File: src/rtl/fila_pkg.sv
// rtl/fila_pkg.sv - shared states and constants for the fila drain transmitter
package fila_pkg;

  typedef enum logic [3:0] {
    ST_IDLE,
    ST_LOAD,
    ST_POP,
    ST_SETTLE,
    ST_START,
    ST_DATA,
    ST_PARITY,
    ST_STOP,
    ST_GAP
  } tx_state_t;

  localparam logic TX_IDLE_LEVEL = 1'b1;
  localparam logic START_LEVEL   = 1'b0;
  localparam int   DATA_BITS     = 8;
  // Wide enough for STOP_BITS*BIT_CYCLES and any practical gap length.
  localparam int   TIMER_W       = 16;

endpackage

File: src/rtl/fila_bit_timer.sv
// rtl/fila_bit_timer.sv - loadable down-counter; tick marks the last cycle of a timed interval
module fila_bit_timer
  import fila_pkg::*;
#(
  parameter int W = TIMER_W
) (
  input  logic         clk,
  input  logic         rst_n,
  input  logic         restart,
  input  logic [W-1:0] load_val,
  output logic         tick
);

  logic [W-1:0] cnt_q, cnt_d;

  // Restart loads the full interval, so a state entered with load N lasts N cycles.
  always_comb begin
    cnt_d = cnt_q;
    if (restart) begin
      cnt_d = load_val;
    end else if (cnt_q != '0) begin
      cnt_d = cnt_q - 1'b1;
    end
  end

  always_ff @(posedge clk or negedge rst_n) begin
    if (!rst_n) begin
      cnt_q <= '0;
    end else begin
      cnt_q <= cnt_d;
    end
  end

  assign tick = (cnt_q == W'(1));

endmodule

File: src/rtl/fila_drain_tx.sv
// rtl/fila_drain_tx.sv - pops the fila head element and sends it as an async serial frame
module fila_drain_tx
  import fila_pkg::*;
#(
  parameter int unsigned BIT_CYCLES = 1,
  parameter int unsigned PARITY_EN  = 0,
  parameter int unsigned STOP_BITS  = 1,
  parameter int unsigned GAP_CYCLES = 2
) (
  input  logic       clk_10KHz,
  input  logic       reset,
  input  logic       enable_in,
  input  logic [7:0] data_in,
  input  logic [7:0] len_in,
  output logic       dequeue_out,
  output logic       tx_out,
  output logic       busy_out,
  output logic [7:0] sent_count_out
);

  localparam logic [TIMER_W-1:0] BIT_LOAD  = TIMER_W'(BIT_CYCLES);
  localparam logic [TIMER_W-1:0] STOP_LOAD = TIMER_W'(STOP_BITS * BIT_CYCLES);
  localparam logic [TIMER_W-1:0] GAP_LOAD  = TIMER_W'(GAP_CYCLES);

  tx_state_t          state_q, state_d;
  logic [7:0]         shift_q, shift_d;
  logic [2:0]         bit_q, bit_d;
  logic               par_q, par_d;
  logic [7:0]         sent_q, sent_d;
  logic               tx_q, tx_d;
  logic               deq_q, deq_d;
  logic               busy_q, busy_d;
  logic               restart;
  logic [TIMER_W-1:0] load_val;
  logic               tick;

  fila_bit_timer #(.W(TIMER_W)) u_timer (
    .clk      (clk_10KHz),
    .rst_n    (reset),
    .restart  (restart),
    .load_val (load_val),
    .tick     (tick)
  );

  always_comb begin
    state_d  = state_q;
    shift_d  = shift_q;
    bit_d    = bit_q;
    par_d    = par_q;
    sent_d   = sent_q;
    restart  = 1'b0;
    load_val = BIT_LOAD;

    unique case (state_q)
      ST_IDLE: begin
        if (enable_in && (len_in != 8'd0)) begin
          state_d = ST_LOAD;
        end
      end
      ST_LOAD: begin
        shift_d = data_in;
        par_d   = ^data_in;
        state_d = ST_POP;
      end
      ST_POP: begin
        state_d = ST_SETTLE;
      end
      ST_SETTLE: begin
        state_d = ST_START;
        restart = 1'b1;
      end
      ST_START: begin
        if (tick) begin
          state_d = ST_DATA;
          bit_d   = 3'd0;
          restart = 1'b1;
        end
      end
      ST_DATA: begin
        if (tick) begin
          shift_d = {1'b0, shift_q[7:1]};
          restart = 1'b1;
          if (bit_q == 3'(DATA_BITS - 1)) begin
            if (PARITY_EN != 0) begin
              state_d = ST_PARITY;
            end else begin
              state_d  = ST_STOP;
              load_val = STOP_LOAD;
            end
          end else begin
            bit_d = bit_q + 3'd1;
          end
        end
      end
      ST_PARITY: begin
        if (tick) begin
          state_d  = ST_STOP;
          restart  = 1'b1;
          load_val = STOP_LOAD;
        end
      end
      ST_STOP: begin
        if (tick) begin
          sent_d = sent_q + 8'd1;
          if (GAP_CYCLES == 0) begin
            state_d = ST_IDLE;
          end else begin
            state_d  = ST_GAP;
            restart  = 1'b1;
            load_val = GAP_LOAD;
          end
        end
      end
      ST_GAP: begin
        if (tick) begin
          state_d = ST_IDLE;
        end
      end
      default: state_d = ST_IDLE;
    endcase

    // Outputs are decoded from the next state so the registered line lines up with state_q.
    unique case (state_d)
      ST_START:  tx_d = START_LEVEL;
      ST_DATA:   tx_d = shift_d[0];
      ST_PARITY: tx_d = par_d;
      default:   tx_d = TX_IDLE_LEVEL;
    endcase
    deq_d  = (state_d == ST_POP);
    busy_d = (state_d != ST_IDLE);
  end

  always_ff @(posedge clk_10KHz or negedge reset) begin
    if (!reset) begin
      state_q <= ST_IDLE;
      shift_q <= 8'd0;
      bit_q   <= 3'd0;
      par_q   <= 1'b0;
      sent_q  <= 8'd0;
      tx_q    <= TX_IDLE_LEVEL;
      deq_q   <= 1'b0;
      busy_q  <= 1'b0;
    end else begin
      state_q <= state_d;
      shift_q <= shift_d;
      bit_q   <= bit_d;
      par_q   <= par_d;
      sent_q  <= sent_d;
      tx_q    <= tx_d;
      deq_q   <= deq_d;
      busy_q  <= busy_d;
    end
  end

  assign tx_out         = tx_q;
  assign dequeue_out    = deq_q;
  assign busy_out       = busy_q;
  assign sent_count_out = sent_q;

endmodule

File: config.mk
export PLATFORM = sky130hd
export DESIGN_NAME = fila_drain_tx
export DESIGN_NICKNAME = d
export VERILOG_FILES = /design/src/rtl/fila_pkg.sv /design/src/rtl/fila_bit_timer.sv /design/src/rtl/fila_drain_tx.sv
export SDC_FILE = /design/constraint.sdc
export NUM_CORES = 1
export LEC_CHECK = 0
export ABC_AREA = 1
export CAP_MARGIN = 20
export CORE_UTILIZATION = 43
export DETAILED_ROUTE_END_ITERATION = 10
export GPL_TIMING_DRIVEN = 0
export MAX_ROUTING_LAYER = met4
export PLACE_DENSITY = 0.66
export REMOVE_ABC_BUFFERS = 1
export SETUP_SLACK_MARGIN = 0.3
export SLEW_MARGIN = 20
export SYNTH_ARGS = -nofsm -noshare
export SYNTH_HDL_FRONTEND = slang
export SYNTH_SLANG_ARGS = --single-unit
export TNS_END_PERCENT = 20
File: constraint.sdc
create_clock -name clk_10KHz -period 3.4 [get_ports clk_10KHz]
set_clock_uncertainty 0.15 [all_clocks]
set_input_delay 0.51 -clock clk_10KHz [delete_from_list [all_inputs] [get_ports clk_10KHz]]
set_output_delay 0.51 -clock clk_10KHz [all_outputs]
set_load 0.05 [all_outputs]
==> results of run 1 <==
## cells in the final DEF, fill, tap and decap left out, types with 7 or more instances in the layout
master	netlist	routed
xnor2_1	7	7
xor2_1	13	13
nand3_1	19	19
nor2_1	26	26
dfrtp_1	42	42
nor2_2	8	8
clkdlybuf4s50_1	0	28
a21oi_1	9	9
nand2_1	86	86
inv_1	36	36
nor3_1	9	9
## report_power, final
part	leakage (µW)	switching [µW]	internal, µW
combinational	0.00103	750	440
clock	0.0000524	169	220
sequential	0.000534	146	704
## worst min path at each step
stage / from / endpoint / slack [ps]
floorplan: reset / bit_q[0]$_DFFE_PN0P_ / 60
global placement: shift_q[3]$_DFFE_PN0P_ / shift_q[3]$_DFFE_PN0P_ / 320
detailed placement: shift_q[3]$_DFFE_PN0P_ / shift_q[3]$_DFFE_PN0P_ / 320
CTS: reset / u_timer.cnt_q[8]$_DFFE_PN0P_ / 20
global route: reset / u_timer.cnt_q[8]$_DFFE_PN0P_ / 30
finish: reset / u_timer.cnt_q[8]$_DFFE_PN0P_ / 6
## per-stage QoR
step	setup WS, ps	total power [µW]	instances	area, µm²
floorplan	1690	1810	319	2660
global placement	466	2030	423	3040
detailed placement	1370	2060	424	3060
CTS	1060	2460	432	3160
global route	1020	2650	432	3160
finish	1080	2430	432	3160
## cell families (layout without fill, tap and decap cells)
logic type                 count (synthesis)  after routing  synth area share (%)
DFF                                       43             43                  40.2
adders and majority gates                  6              6                  2.80
buffers and inverters                     45             80                  7.33
AOI/OAI and AO/OA                         23             23                  4.81
xor gates and xnor gates                  22             22                  7.75
and+or+nand+nor                          183            183                  37.1
## worst reg2reg max path, delay by kind of cell, from the launching register on
family	cells	cell delay [ps]
DFF	1	410
buffers and inverters	1	100
adders and majority gates	1	160
and+or+nand+nor	6	1000
## sequential cells by signal (all words and copies together) (netlist names)
| register | cells |
|---|---|
| busy_out | 1 |
| tx_out | 1 |
| bit_q | 3 |
| state_q | 4 |
| dequeue_out | 1 |
| sent_count_out | 8 |
| u_timer.cnt_q | 16 |
| par_q | 1 |
| shift_q | 8 |
## metal layers
metal	vias up	wire length [µm]	GRT usage, %
li1	1077	-	-
met4	0	72	6.43
met2	16	2390	28.4
met5	-	0	-
met3	9	72	2.36
met1	939	2310	22.1
## final cells by class
cell class / instances / area [µm²] / share of cell area, %
repair buffers: 30 / 305 / 9.65
multi-input cells: 234 / 1410 / 44.4
clock inverters: 1 / 30.0 / 0.949
well taps: 75 / 93.8 / 2.97
inverters: 42 / 175 / 5.54
clock buffers: 7 / 76.3 / 2.41
flip-flops and latches: 43 / 1080 / 34.1
==> metrics.csv, run 1 <==
metric,value,unit
outcome,finished clean,
cts hold-fix bufs,0,
CP endpoint,sent_count_out[2],
largest net degree at the start of global routing,26,
Setup crit end kind,output pin,
MaxCap Viol Count,0,
CTS Buf Count,5,
DRT iter0 DRCs,44,
critical path class,reg -> out,
post-synthesis cell type count,35,
r2r worst-path depth,8,
Pins Over Slew Limit,0,
cell taking the most area after synthesis,dfrtp_1,
Pleak,0.00161,µW
drt via density,4.72,
WL/cell,11.2,µm
GRT Overall Usage,17.4,%
WP buf/inv,1,
CTS tree,built,
post-layout minimum cycle time,2320,ps
CP Cell Sequence,clkdlybuf4s50_1,
post-synth top area share,39.2,%
CP peak stage delay,860,ps
Top Family by Delay on Critical Path,buffers and inverters,
post-route ant nets,0,
Syn Area/Cell,8.32,µm²
WP data required,2740,ps
R2R Setup Slk,1490,ps
num rows,28,
Bufs on Longest Clock Path,2,
mapped cell area,2680,µm²
Die Height,80.9,µm
hold_ws,5.94,ps
Port Buffers,29,
number of synthesized register bits,43,
post-DP HPWL,3.85,mm
"EDFF count, synth",0,
Core Region,5960,µm²
io pins,30,
Layout fillers,570,
fin util,53.1,%
crit-path max FO,5,
GRT Residual Overflow,0,
PostCTS Resize Cnt,0,
final setup TNS,0,ps
die area,6550,µm²
leading cell types by count after synthesis,"86 x nand2_1, 42 x dfrtp_1, 36 x inv_1",
Die X,80.9,µm
Crit-path slowest cell,clkdlybuf4s50_1,
unrepaired setup endpoints after global routing,false,
Diodes inserted,0,
Crit Reg-Reg Endpoint,u_timer.cnt_q[15]$_DFFE_PN0P_,
"count leader, synth",nand2_1,
Fin. Hold Viols,0,
period utilization,68.1,%
Syn-to-layout area delta,18.1,%
layout cells sized above 1,15.4,%
"Seq/Total Area, Yosys",40.2,%
Mapped Cells,322,
Initial Util,45.0,%
TritonRoute pass-1 iters,4,
initial antenna violation count,0,
Hold Path Class,in -> async,
Worst R2R Start,u_timer.cnt_q[1]$_DFFE_PN0P_,
Sink Count,43,
Rel. slew slack,66.7,%
Worst VDD drop,0.368,mV
# H-tree levels,2,
ys async rst share,100,%
CP Launch Type,register,
prevailing post-synth register cell,dfrtp_1,
Least-Margin Pin Slew,498,ps
"Reg clk slew, reported paths",80,ps
first-pass GRT wire length,8.64,mm
final setup vio count,0,
Pwr Density,768,nW/µm²
fin nets,381,
total number of yosys warnings,0,
Final GP Congestion,0.781,
vias in the first global route,1983,
Routed WL,4.85,mm
largest cells by area after synthesis,"dfrtp_1 39%, nand2_1 12%, inv_1 5.0%",
Crit path arrival time,1660,ps
DR vias,2041,
fmax,0.432,GHz
Setup crit start,sent_count_out[2]$_DFFE_PN0P_,
critical path depth in cells,1,
Post-CTS Setup Inserts,0,
Root Driver,clkbuf_8,
worst skew pair latency,290,ps
residual DRC count,0,
Power figures use the tool's default switching activity.
==> run 2: changes to the inputs <==
PLACE_DENSITY = 0.68   (was 0.66)
clock period = 2 ns   (was 3.4 ns; I/O delays follow)
==> metrics.csv, run 2 (same netlist as run 1, synthesis figures left out) <==
metric,value,unit,change
fmax,0.556,GHz,
Initial Util,45.0,%,unchanged
Final GP Congestion,0.777,,-0.51%
initial antenna violation count,0,,unchanged
Pins Over Slew Limit,0,,unchanged
num rows,28,,unchanged
Pwr Density,1310,nW/µm²,+71%
Crit path arrival time,1840,ps,+180 ps
DRT iter0 DRCs,53,,+20%
CTS tree,built,,
WP data required,2040,ps,-700 ps
Pleak,0.00172,µW,+6.5%
period utilization,89.9,%,
Crit Reg-Reg Endpoint,sent_count_out[6]$_DFFE_PN0P_,,
fin nets,393,,+3.1%
critical path class,reg -> reg,,
CTS Buf Count,5,,unchanged
Routed WL,5.19,mm,+7.0%
Die Height,80.9,µm,unchanged
unrepaired setup endpoints after global routing,true,,
# H-tree levels,2,,unchanged
TritonRoute pass-1 iters,4,,unchanged
"Reg clk slew, reported paths",90,ps,about the same
fin util,57.1,%,+4.0 points
final setup TNS,0,ps,unchanged
"Cell Count, Final, Fillers Out",444,,+2.8%
first-pass GRT wire length,8.79,mm,+1.8%
vias in the first global route,1989,,+0.30%
GRT Overall Usage,17.8,%,+0.36 points
post-DP HPWL,3.83,mm,-0.38%
Core Region,5960,µm²,unchanged
outcome,finished clean,,
post-layout minimum cycle time,1800,ps,
Syn-to-layout area delta,26.9,%,
largest net degree at the start of global routing,26,,unchanged
Port Buffers,29,,unchanged
max reg flops,16,,unchanged
Fin. Hold Viols,0,,unchanged
io pins,30,,unchanged
layout cells sized above 1,24.9,%,+9.5 points
"commonest non-fill, non-tap cell in the layout",nand2_1,,
Worst VDD drop,0.672,mV,+83%
Least-Margin Pin Slew,500,ps,+2.44 ps
residual DRC count,0,,unchanged
crit-path max FO,8,,+3
Layout fillers,550,,-3.5%
DR vias,2087,,+2.3%
GRT Residual Overflow,0,,unchanged
WL/cell,11.7,µm,+4.1%
Biggest register,u_timer.cnt_q,,
Root Driver,clkbuf_8,,
placed cell count,424,,unchanged
Hold Path Class,in -> async,,
Die X,80.9,µm,unchanged
drt via density,4.70,,-0.51%
die area,6550,µm²,unchanged
post-route ant nets,0,,unchanged
CP Launch Type,register,,
Sink Count,43,,unchanged
final setup vio count,0,,unchanged
worst skew pair latency,300,ps,about the same
Rel. slew slack,66.6,%,-0.11 points
Diodes inserted,0,,unchanged
R2R Setup Slk,200,ps,-1290 ps
Bufs on Longest Clock Path,2,,unchanged
most frequent cells in the layout,"84 x nand2_1, 41 x dfrtp_1, 32 x inv_1, 20 x nor2_1, 18 x nand3_1",,
MaxCap Viol Count,0,,unchanged
Setup crit end kind,register,,
r2r worst-path depth,9,,+1
Worst R2R Start,u_timer.cnt_q[9]$_DFFE_PN0P_,,
-- run 2: cell types whose count changed in the layout (fill, tap and decap cells not counted), moves of 3 or more --
| cell | delta |
|---|---|
| buf_4 | +10 |
| clkdlybuf4s15_2 | +4 |
| clkdlybuf4s50_1 | -11 |
| dlymetal6s2s_1 | +3 |
| ha_1 | -3 |
| inv_1 | -4 |
| nor2_1 | -6 |
| nor2_2 | +3 |
| nor2_4 | +3 |
-- run 2: how the worst max path moves through the flow --
stage / start / endpoint / slack, ps / cells after the start
2_1_floorplan: u_timer.cnt_q[1]$_DFFE_PN0P_ / sent_count_out[6]$_DFFE_PN0P_ / 290 / 10
3_3_place_gp: reset / shift_q[3]$_DFFE_PN0P_ / -710 / 1
3_5_place_dp: u_timer.cnt_q[1]$_DFFE_PN0P_ / u_timer.cnt_q[11]$_DFFE_PN0P_ / 70 / 8
4_1_cts: sent_count_out[0]$_DFFE_PN0P_ / sent_count_out[0] / 40 / 1
5_1_grt: u_timer.cnt_q[9]$_DFFE_PN0P_ / sent_count_out[5]$_DFFE_PN0P_ / 90 / 8
6_report: u_timer.cnt_q[9]$_DFFE_PN0P_ / sent_count_out[6]$_DFFE_PN0P_ / 200 / 9
-- run 2: area by class of cell --
type | instances | area [µm²] | share of cell area (%)
Clock inverter | 3 | 47.5 | 1.40
Inverter | 42 | 183 | 5.37
Multi-Input combinational cell | 234 | 1510 | 44.5
Tap cell | 75 | 93.8 | 2.76
Clock buffer | 5 | 68.8 | 2.02
Timing Repair Buffer | 42 | 417 | 12.3
Sequential cell | 43 | 1080 | 31.7
-- run 2: routing by layer --
| layer | global-route usage (%) | vias up | share of wire [%] |
|---|---|---|---|
| li1 | - | 1105 | - |
| met3 | 3.71 | 7 | 2.0 |
| met2 | 29.4 | 20 | 51 |
| met4 | 4.82 | 0 | 0.91 |
| met5 | - | - | 0 |
| met1 | 22.0 | 955 | 46 |
-- run 2: power by group --
group	internal [µW]	switching [µW]
Sequential	1200	281
Clock	379	327
Combinational	877	1400
Total	2450	2010
-- run 2: worst max-delay path: stages, from the launching register on --
cell      delay [ps]
dfrtp_1          440
nor2_4           190
nand2_4           90
nor2_8           230
nand2_8          120
clkinv_8          90
nand2_8           70
inv_6             90
nand4_4           80
xnor2_2          150
-- run 2: repair_timing --
| item | in CTS | in global routing |
|---|---|---|
| setup buffers | 5 | 6 |
| hold endpoints to repair | 17 | 0 |
| resized for setup | 27 | 28 |
| hold buffers | 1 | 0 |
| pin swaps | 4 | 10 |
| setup endpoints to repair | 44 | 41 |
-- run 2: stage by stage --
step	power [µW]	cell area [µm²]	hold slack, ps	setup WS (ps)
floorplan	3070	2660	-146	294
global placement	3450	3040	318	-710
detailed placement	3510	3060	126	67.8
CTS	4290	3260	336	35.9
global route	4820	3400	364	94.2
finish	4460	3400	323	203
